$ cat config.mk
export PLATFORM = sky130hd
export DESIGN_NAME = hilo_mult_ctrl
export DESIGN_NICKNAME = d
export VERILOG_FILES = /design/src/rtl/hilo_mult_ctrl.sv
export SDC_FILE = /design/constraint.sdc
export NUM_CORES = 1
export LEC_CHECK = 0
export ABC_AREA = 1
export CORE_MARGIN = 1
export CORE_UTILIZATION = 49
export DETAILED_ROUTE_END_ITERATION = 8
export MAX_ROUTING_LAYER = met4
export PLACE_DENSITY = 0.81
export SYNTH_ARGS = -nofsm -noshare
export SYNTH_HDL_FRONTEND = slang
export SYNTH_SLANG_ARGS = --single-unit
export TNS_END_PERCENT = 20
$ cat constraint.sdc
create_clock -name clk -period 2.1 [get_ports clk]
set_clock_uncertainty 0.05 [all_clocks]
set_input_delay 0.315 -clock clk [delete_from_list [all_inputs] [get_ports clk]]
set_output_delay 0.315 -clock clk [all_outputs]
set_load 0.03 [all_outputs]
$ cat src/rtl/hilo_mult_ctrl.sv
// HI/LO register pair with an iterative radix-2 shift-add unsigned multiplier.
// Raises a combinational stall while a multiply is running and the pipeline touches HI/LO.
module hilo_mult_ctrl #(
  parameter int WIDTH = 32
) (
  input  logic             clk,
  input  logic             reset,
  input  logic             start,
  input  logic [WIDTH-1:0] a,
  input  logic [WIDTH-1:0] b,
  input  logic             flush,
  input  logic             mthi,
  input  logic             mtlo,
  input  logic [WIDTH-1:0] wdata,
  input  logic             rd_hi,
  input  logic             rd_lo,
  output logic [WIDTH-1:0] hi,
  output logic [WIDTH-1:0] lo,
  output logic             busy,
  output logic             stall,
  output logic             done
);
  localparam int CW = (WIDTH > 1) ? $clog2(WIDTH) : 1;

  typedef enum logic {IDLE, RUN} state_t;
  state_t state, state_nx;

  logic [WIDTH-1:0] mcand, mplier;
  logic [2*WIDTH:0] acc, acc_nx;
  logic [WIDTH:0]   sum;
  logic [CW-1:0]    cnt;
  logic             last;

  // Extra top bit keeps the carry of the partial-product add before the shift.
  always_comb begin
    sum    = acc[2*WIDTH:WIDTH] + (mplier[0] ? {1'b0, mcand} : '0);
    acc_nx = {1'b0, sum, acc[WIDTH-1:0]} >> 1;
    last   = (cnt == CW'(WIDTH-1));
  end

  always_comb begin
    state_nx = state;
    case (state)
      IDLE: if (!flush && start) state_nx = RUN;
      RUN:  if (flush || last)   state_nx = IDLE;
      default: state_nx = IDLE;
    endcase
  end

  assign stall = busy & (start | rd_hi | rd_lo | mthi | mtlo);

  always_ff @(posedge clk or negedge reset) begin
    if (!reset) begin
      state  <= IDLE;
      hi     <= '0;
      lo     <= '0;
      busy   <= 1'b0;
      done   <= 1'b0;
      mcand  <= '0;
      mplier <= '0;
      acc    <= '0;
      cnt    <= '0;
    end else begin
      state <= state_nx;
      busy  <= (state_nx == RUN);
      done  <= 1'b0;
      case (state)
        IDLE: if (!flush) begin
          if (start) begin
            mcand  <= a;
            mplier <= b;
            acc    <= '0;
            cnt    <= '0;
          end else begin
            if (mthi) hi <= wdata;
            if (mtlo) lo <= wdata;
          end
        end
        RUN: if (!flush) begin
          acc    <= acc_nx;
          mplier <= mplier >> 1;
          cnt    <= cnt + 1'b1;
          if (last) begin
            {hi, lo} <= acc_nx[2*WIDTH-1:0];
            done     <= 1'b1;
          end
        end
        default: ;
      endcase
    end
  end
endmodule
== After elaboration in Yosys (flattened, before gate mapping) ==
Index checks and enable logic that the tools add are counted.
Storage, ports and cells
  register bits: 200
  input port bits: 104
  output and inout bits: 67
  word-level logic and storage cells: 63
Cells by class
  $add $sub $neg: 2
  eq/ne operators: 8
  mux-type cells: 31
  bitwise gates (word level): 7
  reduce and logical (&&, ||, !) cells: 7
Operators with widths (number)
  32-bit two-way mux: 14
  65-bit two-way mux: 3
  32-bit case mux with 2 select lines: 3
  65-bit case mux with 2 select lines: 1
  33-bit by 32-bit adder with 33-bit output: 1
  5-bit two-way mux: 3
  2-bit != test (second input constant): 6
  5-bit case mux with 2 select lines: 1
  5-bit AND reduction: 2
  3-bit AND reduction: 2
  5-bit by 1-bit adder with 5-bit output (second input constant): 1
  5-bit equality test (second input constant): 1
  1-bit two-way mux: 5
  1-bit OR: 4
  2-bit by 1-bit != test with 1-bit output (second input constant): 1
  1-bit inverter: 2
  1-bit case mux with 2 select lines: 1
  1-bit bitwise AND: 1
  1-bit logical AND: 1
  1-bit zero test: 1
  1-bit logical OR: 1

== Depth between registers and ports, before layout ==
Gate-level depths: netlist of the first run.
  depth in word-level cells: 5
  mapped depth: 17
  depth with buffers taken out: 15

== Worst setup path after synthesis of the first run ==
Ideal clock, no wire load.
  path kind: register to register
  start point: register mplier[0]
  end point: register hi[9]
  setup time: 0.119 ns
  arrival time: 2.176 ns
  required time: 1.931 ns
  path slack: -0.245 ns
  cell stages (with the launch flop): 15
  path buffers: 2
  period minus slack after synthesis: 2.345 ns
  cell sequence: dfrtp_1 -> clkbuf_1 -> clkbuf_1 -> nand2_1 -> inv_1 -> ha_1 -> fa_1 -> nand2_1 -> nand3_2 -> nand2_1 -> nand2_1 -> or2_2 -> nand2_1 -> nand3_1 -> o21a_1
On the way
  cells in the longest elaborated chain, start to end: 5
Ends and longest elaborated chain
  start: declaration: line 28  | logic [WIDTH-1:0] mcand, mplier;
  start signal: assignment: line 81  | mplier <= mplier >> 1;
  32-bit two-way mux: line 36  | sum = acc[2*WIDTH:WIDTH] + (mplier[0] ? {1'b0, mcand} : '0);
  33-bit by 32-bit adder with 33-bit output: line 36
  32-bit two-way mux: line 83  | if (last) begin
  32-bit two-way mux: line 79  | RUN: if (!flush) begin
  32-bit case mux with 2 select lines: line 67  | case (state)
  end signal: assignment: line 75  | if (mthi) hi <= wdata;
  end signal: assignment: line 84  | {hi, lo} <= acc_nx[2*WIDTH-1:0];
  end: declaration: line 17  | output logic [WIDTH-1:0] hi,
Every way passes these cells. The select of a mux whose other input is x is not followed.
A chain may end at the register's enable or synchronous reset.

== Final worst setup path of the first run ==
  start point: register mplier[0]
  end point: register acc[55]
On the way
  cells in the longest elaborated chain, start to end: 4
Ends and longest elaborated chain
  32-bit two-way mux: line 36
  33-bit by 32-bit adder with 33-bit output: line 36
  65-bit two-way mux: line 79
  65-bit case mux with 2 select lines: line 67
  end signal: assignment: line 80  | acc <= acc_nx;
  end: declaration: line 29  | logic [2*WIDTH:0] acc, acc_nx;
Every way passes these cells. The select of a mux whose other input is x is not followed.

==> results of run 1 <==
==> registers in the layout, summed over array words and instances (netlist names) <==
| register | cells |
|---|---|
| state | 1 |
| cnt | 5 |
| lo | 32 |
| mplier | 32 |
| mcand | 32 |
| hi | 32 |
| done | 1 |
| acc | 63 |
==> how the worst max path moves through the flow <==
stage               from  endpoint  slack [ns]
3_3_place_gp   mplier[0]   acc[59]       -0.27
6_report       mplier[0]   acc[55]       -0.24
3_5_place_dp   mplier[0]     hi[8]       -0.28
5_1_grt        mplier[0]   acc[55]       -0.37
2_1_floorplan  mplier[0]     hi[9]       -0.03
4_1_cts        mplier[0]    hi[14]       -0.17
==> critical path, stage by stage (launching register included) <==
cell	delay, ns
dfrtp_1	0.42
buf_6	0.15
nand2_4	0.07
inv_4	0.04
ha_4	0.15
fa_2	0.37
nand3_2	0.10
nand3_4	0.11
nand2_2	0.09
nand2_2	0.09
nand2_2	0.09
nand2_4	0.07
nand2_2	0.08
nand2_1	0.05
nand2_1	0.06
nand3_2	0.10
o21ai_2	0.17
==> cells in the mapped netlist (19+ instances only) <==
cell type / count
nand2_1: 584
dfrtp_1: 198
inv_1: 160
nand3_1: 79
nor2_1: 75
o21ai_0: 58
a21oi_1: 57
o21a_1: 43
ha_1: 34
a31oi_1: 32
clkbuf_1: 32
buf_2: 20
o21ai_1: 19
==> per-layer routing <==
metal / up-vias / part of all wire, % / wire [µm] / GRT usage (%)
li1: 5087 / - / - / -
met1: 5011 / 40 / 12980 / 34.63
met2: 355 / 50 / 16410 / 52.30
met3: 99 / 4.6 / 1506 / 4.121
met4: 0 / 5.3 / 1719 / 16.40
met5: - / 0 / 0 / -
==> through the flow <==
stage	util, %	hold slack (ns)
3_5_place_dp	62.01	0.2475
5_1_grt	68.45	0.3513
4_1_cts	67.31	0.3417
6_report	68.45	0.3211
3_3_place_gp	62.01	0.2412
2_1_floorplan	-	-0.03059
==> kinds of logic after synthesis <==
kind of cell / Yosys count / synth area share, %
simple gates: 777 / 28.86
compound gates: 230 / 12.61
buf+inv: 228 / 8.625
flops: 198 / 45.79
fa+ha+maj: 35 / 4.116
==> report_power, final <==
| group | total (mW) | switching [mW] | internal, mW |
|---|---|---|---|
| Combinational | 5.55 | 3.04 | 2.51 |
| Clock | 3.43 | 1.66 | 1.77 |
| Sequential | 5.11 | 0.567 | 4.54 |
==> layout make-up <==
cell class                      count  area, µm²  share of cell area [%]
Clock buffer                       19      452.9                   3.041
Clock inverter                     13      153.9                   1.033
Inverter                          165      628.1                   4.218
Multi-Input combinational cell   1042       5722                   38.42
Sequential cell                   198       4956                   33.28
Tap cell                          280      350.3                   2.353
Timing Repair Buffer              268       2629                   17.65
==> what timing repair did <==
action,CTS,global route
gates resized for setup,122,73
setup buffers,4,1
pin swaps,12,0
setup endpoints to repair,66,93
hold buffers,1,0
hold endpoints to repair,38,0
==> impl_metrics.toml, run 1 <==
[setup_path]
required_ns = 2.43
start_kind = "flop"
r2r_slack_ns = -0.24
arrival_ns = 2.66
r2r_end = "acc[55]"
r2r_cells = 16
setup.worst_path.class = "flop to flop"
end_kind = "flop"
cp_max_fo = 6
r2r-start = "mplier[0]"

[timing]
tightestPinTransition_ns = 0.4314
rsz0062_at_grt = "true"
slew_violations = 0
fmax_ghz = 0.4282
hold_viol = 0
post-route-min-period_ns = 2.335
fin_crit_sh_pct = 111.2
worst_slack_ns = -0.2353
slew-limit-headroom_pct = 71.24
setup_tns_ns = -5.420
setup_viol = 57

[floorplan]
io_pins = 171
die_h_um = 150.6
start_util_pct = 49.74
die_area_um2 = 22680
fp-row-count = 54
core-area_um2 = 21760
die_w_um = 150.6

[cells_and_area]
diodes = 0
fill_cells = 1748
area_growth_syn_to_layout_pct = 37.61
layout.cells.non_filler = 1985
design_area_um2 = 14890
final_common_cell = "nand2_1"
final_cell_mix = "nand2_1, dfrtp_1, clkdlybuf4s50_1, inv_1, buf_4"
finalNetCount = 1831
drive_gt1_share_pct = 17.95

[yosys]
ys.flop_type = "dfrtp_1"
syn_inst = 1468
ys_seq_area_share_pct = 45.79
synth_edf_count = 0
syn_avg_cell_area_um2 = 7.372
syn_nets = 1607
synth_seq_cells = 198
synth_area_leader_cell = "dfrtp_1"
synth_top_cells_by_area = "dfrtp_1, nand2_1, inv_1"
yosys_warnings = 0
async_flop_share_pct = 100.0
mappedNetlistArea_um2 = 10820
synth_top_area_share_pct = 45.79
synth_cell_types = 33

[placed_design]
post-place-cells = 1947
place.gp.congestion = 0.9555
numPortBuffers = 170
post-place-ws_ns = -0.2786
place_hpwl_mm = 23.49
place_area_um2 = 13490

[grt]
grt_pass1_wl_mm = 51.48
overflow = 0
grt_use_total_pct = 30.53
grt_max_degree = 74
grt_pass1_vias = 10342
antenna_found_initial = 0

[cts]
cts_buffers = 17
path_clk_slew_ns = 0.08
tritoncts = "yes"
clockBufferDepth = 2
cts.sinks = 198
clock_latency_ns = 0.45
cts-htree-levels = 4
root_buffer = "clkbuf_16"

[drt]
routedWlPerCell_um = 16.43
drtPass1Iterations = 8
drc = 0
vias = 10552
drt-initial-drc-count = 658
viasPerCell = 5.316
ant_nets = 0
detail_route.wirelength_mm = 32.62

[power_and_ir_drop]
leakagePower_nw = 7.260
max-vdd-ir-drop_mv = 0.4747
total_power_mw = 14.09
powerDensity_nw_per_um2 = 946.3

[outcome]
outcome = "finished, violations left"
violations = "setup timing"

[hold_path]
min_path_type = "primary input to asynchronous set/reset pin"

[run]
cap_viol_max_count = 0
No activity file was read; power rests on OpenSTA's default activity.
==> inputs of run 2 (changes only) <==
--- a/config.mk
+++ b/config.mk
@@ -11,6 +11,7 @@
 export DETAILED_ROUTE_END_ITERATION = 8
 export MAX_ROUTING_LAYER = met4
 export PLACE_DENSITY = 0.81
+export RECOVER_POWER = 50
 export SYNTH_ARGS = -nofsm -noshare
 export SYNTH_HDL_FRONTEND = slang
 export SYNTH_SLANG_ARGS = --single-unit
==> run 2 against run 1 <==
Against the previous run:
- final area decreased by 0.29%
- worst hold slack improved by 0.025 ns
- clock power about the same
- clock-buffer cell count unchanged
- register-to-register slack about the same
- sequential share of layout area increased by 0.098 points
- first-iteration DRC count increased by 6.7%
- fmax about the same
- critical path depth unchanged
- critical path type unchanged
- global-route usage unchanged
- the run still ends with setup timing left
- sequential power about the same
==> impl_metrics.toml, run 2 (synthesis results as in run 1) <==
[setup_path]
setup.worst_path.class = "flop to flop"
r2r_cells = 16
r2r_slack_ns = -0.23
cp_cell_sequence = "buf_6 -> nand2_4 -> inv_4 -> ha_4 -> fa_2 -> nand3_2 -> nand3_4 -> nand2_2 -> nand2_2 -> nand2_2 -> nand2_4 -> nand2_2 -> nand2_1 -> nand2_1 -> nand3_2 -> o21ai_2"
r2r-start = "mplier[0]"
r2r_end = "acc[55]"
end_kind = "flop"
start_kind = "flop"
cp_max_fo = 6
arrival_ns = 2.66
required_ns = 2.43
critical-path-top-cell-by-count = "nand2_2"
cp_slowest_cell = "dfrtp_1"
critPathLaunch = "mplier[0]"
cp_slowest_stage_delay_ns = 0.42

[drt]
highest_layer = "met4"
wl_met2_mm = 16.50
ant_nets = 0
dr_wl_met3_mm = 1.527
routedWlPerCell_um = 16.44
drt-initial-drc-count = 702
vias = 10559
detail_route.wirelength_mm = 32.63
wirelength_met1_mm = 12.92
viasPerCell = 5.319
drtPass1Iterations = 6
drc = 0

[cells_and_area]
largest-register = "acc"
drive_gt1_share_pct = 17.95
finalNetCount = 1831
final_cell_mix = "nand2_1, dfrtp_1, clkdlybuf4s50_1, inv_1, buf_4"
diodes = 0
largest_reg_flops = 63
layout.cells.non_filler = 1985
area_growth_syn_to_layout_pct = 37.21
final_common_cell = "nand2_1"

[cts]
cts.sinks = 198
cts-htree-levels = 4
tritoncts = "yes"
cts_buffers = 17
path_clk_slew_ns = 0.08
clock_latency_ns = 0.45
root_buffer = "clkbuf_16"
clockBufferDepth = 2

[timing]
slew-limit-headroom_pct = 17.47
setup_viol = 56
hold_viol = 0
worst_slack_ns = -0.2338
setup_tns_ns = -5.288
fin_crit_sh_pct = 111.1
fmax_ghz = 0.4285
post-route-min-period_ns = 2.334
rsz0062_at_grt = "true"
tightestPinTransition_ns = 1.238
slew_violations = 0

[placed_design]
post-place-cells = 1947
numPortBuffers = 170
place.gp.congestion = 0.9555
place_hpwl_mm = 23.49

[floorplan]
die_area_um2 = 22680
die_h_um = 150.6
io_pins = 171
die_w_um = 150.6
core-area_um2 = 21760
start_util_pct = 49.74
fp-row-count = 54

[hold_path]
min_to = "mcand[19]"
min-delay-start = "a[19]"
min_path_type = "primary input to flop"
whs_path_depth = 3

[power_and_ir_drop]
total_power_mw = 14.08
leakagePower_nw = 7.245
max-vdd-ir-drop_mv = 0.4734
powerDensity_nw_per_um2 = 948.2

[grt]
grt_pass1_vias = 10342
antenna_found_initial = 0
overflow = 0
grt_pass1_wl_mm = 51.48
grt_use_total_pct = 30.53
grt_max_degree = 74

[run]
cap_viol_max_count = 0

[outcome]
violations = "setup timing"
outcome = "finished, violations left"
==> run 2: cell count changes in the layout (fill, tap and decap cells not counted), sizes merged <==
cell / change
buf: -1
clkbuf: +1
==> run 2: through the flow <==
step           hold WS, ns  util [%]  worst slack (ns)  instance area (µm²)
2_1_floorplan     -0.03059         -          -0.03006                10890
3_3_place_gp        0.2412     62.01           -0.2680                13490
3_5_place_dp        0.2475     62.01           -0.2786                13490
4_1_cts             0.3417     67.31           -0.1659                14640
5_1_grt             0.3639     68.25           -0.3651                14850
6_report            0.3465     68.25           -0.2338                14850
==> run 2: worst max-delay path: cells and delay by family (launching register included) <==
kind / cells / cell delay (ns)
AND/OR/NAND/NOR: 11 / 0.91
adder cells (fa/ha/maj): 2 / 0.52
flip-flops: 1 / 0.42
AO/OA/AOI/OAI: 1 / 0.17
buffers and inverters: 2 / 0.19
==> run 2: worst max path at each step <==
| stage | endpoint | cells after the start |
|---|---|---|
| after floorplan | hi[9] | 14 |
| after global placement | acc[59] | 14 |
| after detailed placement | hi[8] | 14 |
| after CTS | hi[14] | 15 |
| after global routing | acc[55] | 16 |
| final | acc[55] | 16 |
==> run 2: per-layer routing <==
metal	track usage, %	vias up
met5	-	-
li1	-	5090
met2	52.30	353
met3	4.121	97
met4	16.40	0
met1	34.63	5019
==> run 2: where the power goes <==
group | internal, mW | switching [mW]
logic | 2.50 | 3.04
clock network | 1.77 | 1.66
registers | 4.54 | 0.569
total | 8.81 | 5.27
==> run 2: repair_timing <==
action | 4_1_cts | 5_1_grt
gates resized for setup | 122 | 73
pin swaps | 12 | 0
setup buffers | 4 | 1
setup endpoints to repair | 66 | 93
gates cloned | 0 | 0
hold buffers | 1 | 0
hold endpoints to repair | 38 | 0
==> run 2: area by class of cell <==
class                   instances  area, µm²
clock inverters                13      153.9
flip-flops and latches        198       4956
inverters                     165      628.1
fillers                      1753       6908
multi-input cells            1042       5722
repair buffers                268       2585
well taps                     280      350.3
clock buffers                  19      452.9
==> RTL edit: new RTL, flow settings as in run 2 <==
The parameter `WIDTH` goes from 32 to 64.
--- a/src/rtl/hilo_mult_ctrl.sv
+++ b/src/rtl/hilo_mult_ctrl.sv
@@ -2,5 +2,5 @@
 // Raises a combinational stall while a multiply is running and the pipeline touches HI/LO.
 module hilo_mult_ctrl #(
-  parameter int WIDTH = 32
+  parameter int WIDTH = 64
 ) (
   input  logic             clk,
Interface: changed (5 resized); port bits go from 171 to 331. The function was not compared with the original's and may differ.
==> RTL edit against run 2 <==
  * The run still ends with setup timing left
  * Power is 100% higher
  * Count of clock-buffer cells in the layout increased by 40
  * Final area up 100%
  * Clock power is 110% higher
  * Worst setup slack worse by 0.36 ns
  * Wire length is 130% higher
  * Die area grew 100%
  * Final cell count is 120% higher
  * Global-route usage rose by 2.7 points
  * Via count increased by 110%
  * Sequential cell count grew 193
  * Synthesized area is 100% higher
  * Combinational power up 100%
  * Critical endpoint is now acc[105]
==> RTL edit: results (changes against run 2) <==
metric,value,unit,change
failing checks,setup timing,,
All-Layer GR Usage,33.2,%,+2.7 points
initial antenna violation count,5,,+5
share of layout cells above drive strength 1,16.4,%,-1.6 points
global-route wire length before repair,113000,um,+120%
I/O Buffers,330,,+94%
Post-Route WL,73800,um,+130%
placed inst area,27900,um2,+110%
post-placement setup slack,-0.747,ns,-0.468 ns
max_slew headroom,37.0,%,+20 points
nets,3951,,+120%
H-tree depth,2,,-2
Lkg Pwr,15.2,nW,+110%
"Seq/Total Area, Yosys",44.7,%,-1.1 points
max cap viols,0,,unchanged
Critical Path AT,3.15,ns,+0.49 ns
initial drt markers,2049,,+190%
Routability Congestion,1.05,,+10%
max reg flops,127,,+100%
FF-to-FF path depth,14,,-2
FILL cells,3761,,+110%
Worst Slack Setup Final,-0.595,ns,-0.361 ns
largest cells by area after synthesis,"dfrtp_1 45%, nand2_1 22%, inv_1 7.2%",,
worst-path fanout max,29,,+23
status,finished with violations,,
endpoints failing setup,127,,+130%
"Clk Latency, worst-skew pair",0.59,ns,+0.14 ns
Post-synth top cells,"1,275 x nand2_1, 419 x inv_1, 391 x dfrtp_1, 292 x nor2_1, 159 x o21ai_0",,
vias in the first global route,21000,,+100%
-- RTL edit: changes by cell type after synthesis, sizes merged, moves of 63 or more --
cell,change
nand2,+689
inv,+257
nor2,+217
dfrtp,+193
a31oi,+118
a21oi,+96
o21ai,+83
clkbuf,+63
-- RTL edit: cell type report --
type	count	area, um2	share of cell area, %
well taps	592	741	2.44
clock inverters	16	134	0.441
diodes	4	10.0	0.0330
flip-flops and latches	391	9790	32.2
clock buffers	59	1180	3.90
multi-input cells	2234	11400	37.4
inverters	422	1590	5.25
repair buffers	594	5560	18.3
-- RTL edit: path summary, 6_finish.rpt --
check                           from    endpoint  slack (ns)
max                        mplier[0]    acc[105]       -0.59
min                            a[31]   mcand[31]        0.22
max reg2reg                mplier[0]    acc[105]       -0.59
min reg2reg                mcand[41]   mcand[41]        0.42
max in group asynchronous      reset  mplier[11]        0.20
min in group asynchronous      reset      hi[38]        0.36
-- RTL edit: worst max-delay path, cell delays in order (launching register included) --
cell     delay, ns
dfrtp_2       0.45
buf_12        0.18
nand2_1       0.08
inv_1         0.10
ha_4          0.30
nand2_1       0.11
nor2_2        0.18
inv_2         0.08
nor3_1        0.18
nand2_1       0.09
nand2_2       0.14
nand2_1       0.09
nand3_1       0.08
nand3_1       0.26
o21ai_1       0.23
-- RTL edit: layer usage --
metal	wire, um	vias to the layer above	track usage [%]
met4	1910	0	8.92
met1	32600	10600	46.3
met2	32500	899	49.2
met3	6790	129	6.84
met5	0	-	-
li1	-	11000	-
-- RTL edit: logic make-up after synthesis --
group / after synthesis / synth area share (%)
adder cells (fa/ha/maj): 66 / 3.80
AND/OR/NAND/NOR: 1694 / 30.0
flip-flops: 391 / 44.7
XOR/XNOR: 5 / 0.200
AO/OA/AOI/OAI: 469 / 11.6
buffers and inverters: 552 / 9.73
-- RTL edit: where the power goes --
part / internal (mW) / switching, mW / total, mW
logic: 4.83 / 6.38 / 11.2
clock network: 3.98 / 3.18 / 7.16
registers: 8.99 / 1.15 / 10.1
-- RTL edit: repair_timing --
action                                  in CTS  in global routing
hold buffers                                 1                  0
endpoints found under the setup margin     130                195
pin swaps                                    9                 15
gates resized for setup                    177                132
setup buffers                                2                  3
endpoints found under the hold margin      265                  0
-- RTL edit: stage by stage --
stage	hold slack (ns)	cells	setup TNS, ns	utilization (%)
6_report	0.217	4312	-50.98	68.8
5_1_grt	0.216	4312	-75.76	68.8
4_1_cts	0.142	4305	-48.70	67.8
3_5_place_dp	0.168	4227	-64.28	63.3
3_3_place_gp	0.165	4227	-58.41	63.3
2_1_floorplan	-0.0306	3177	-5.83	-
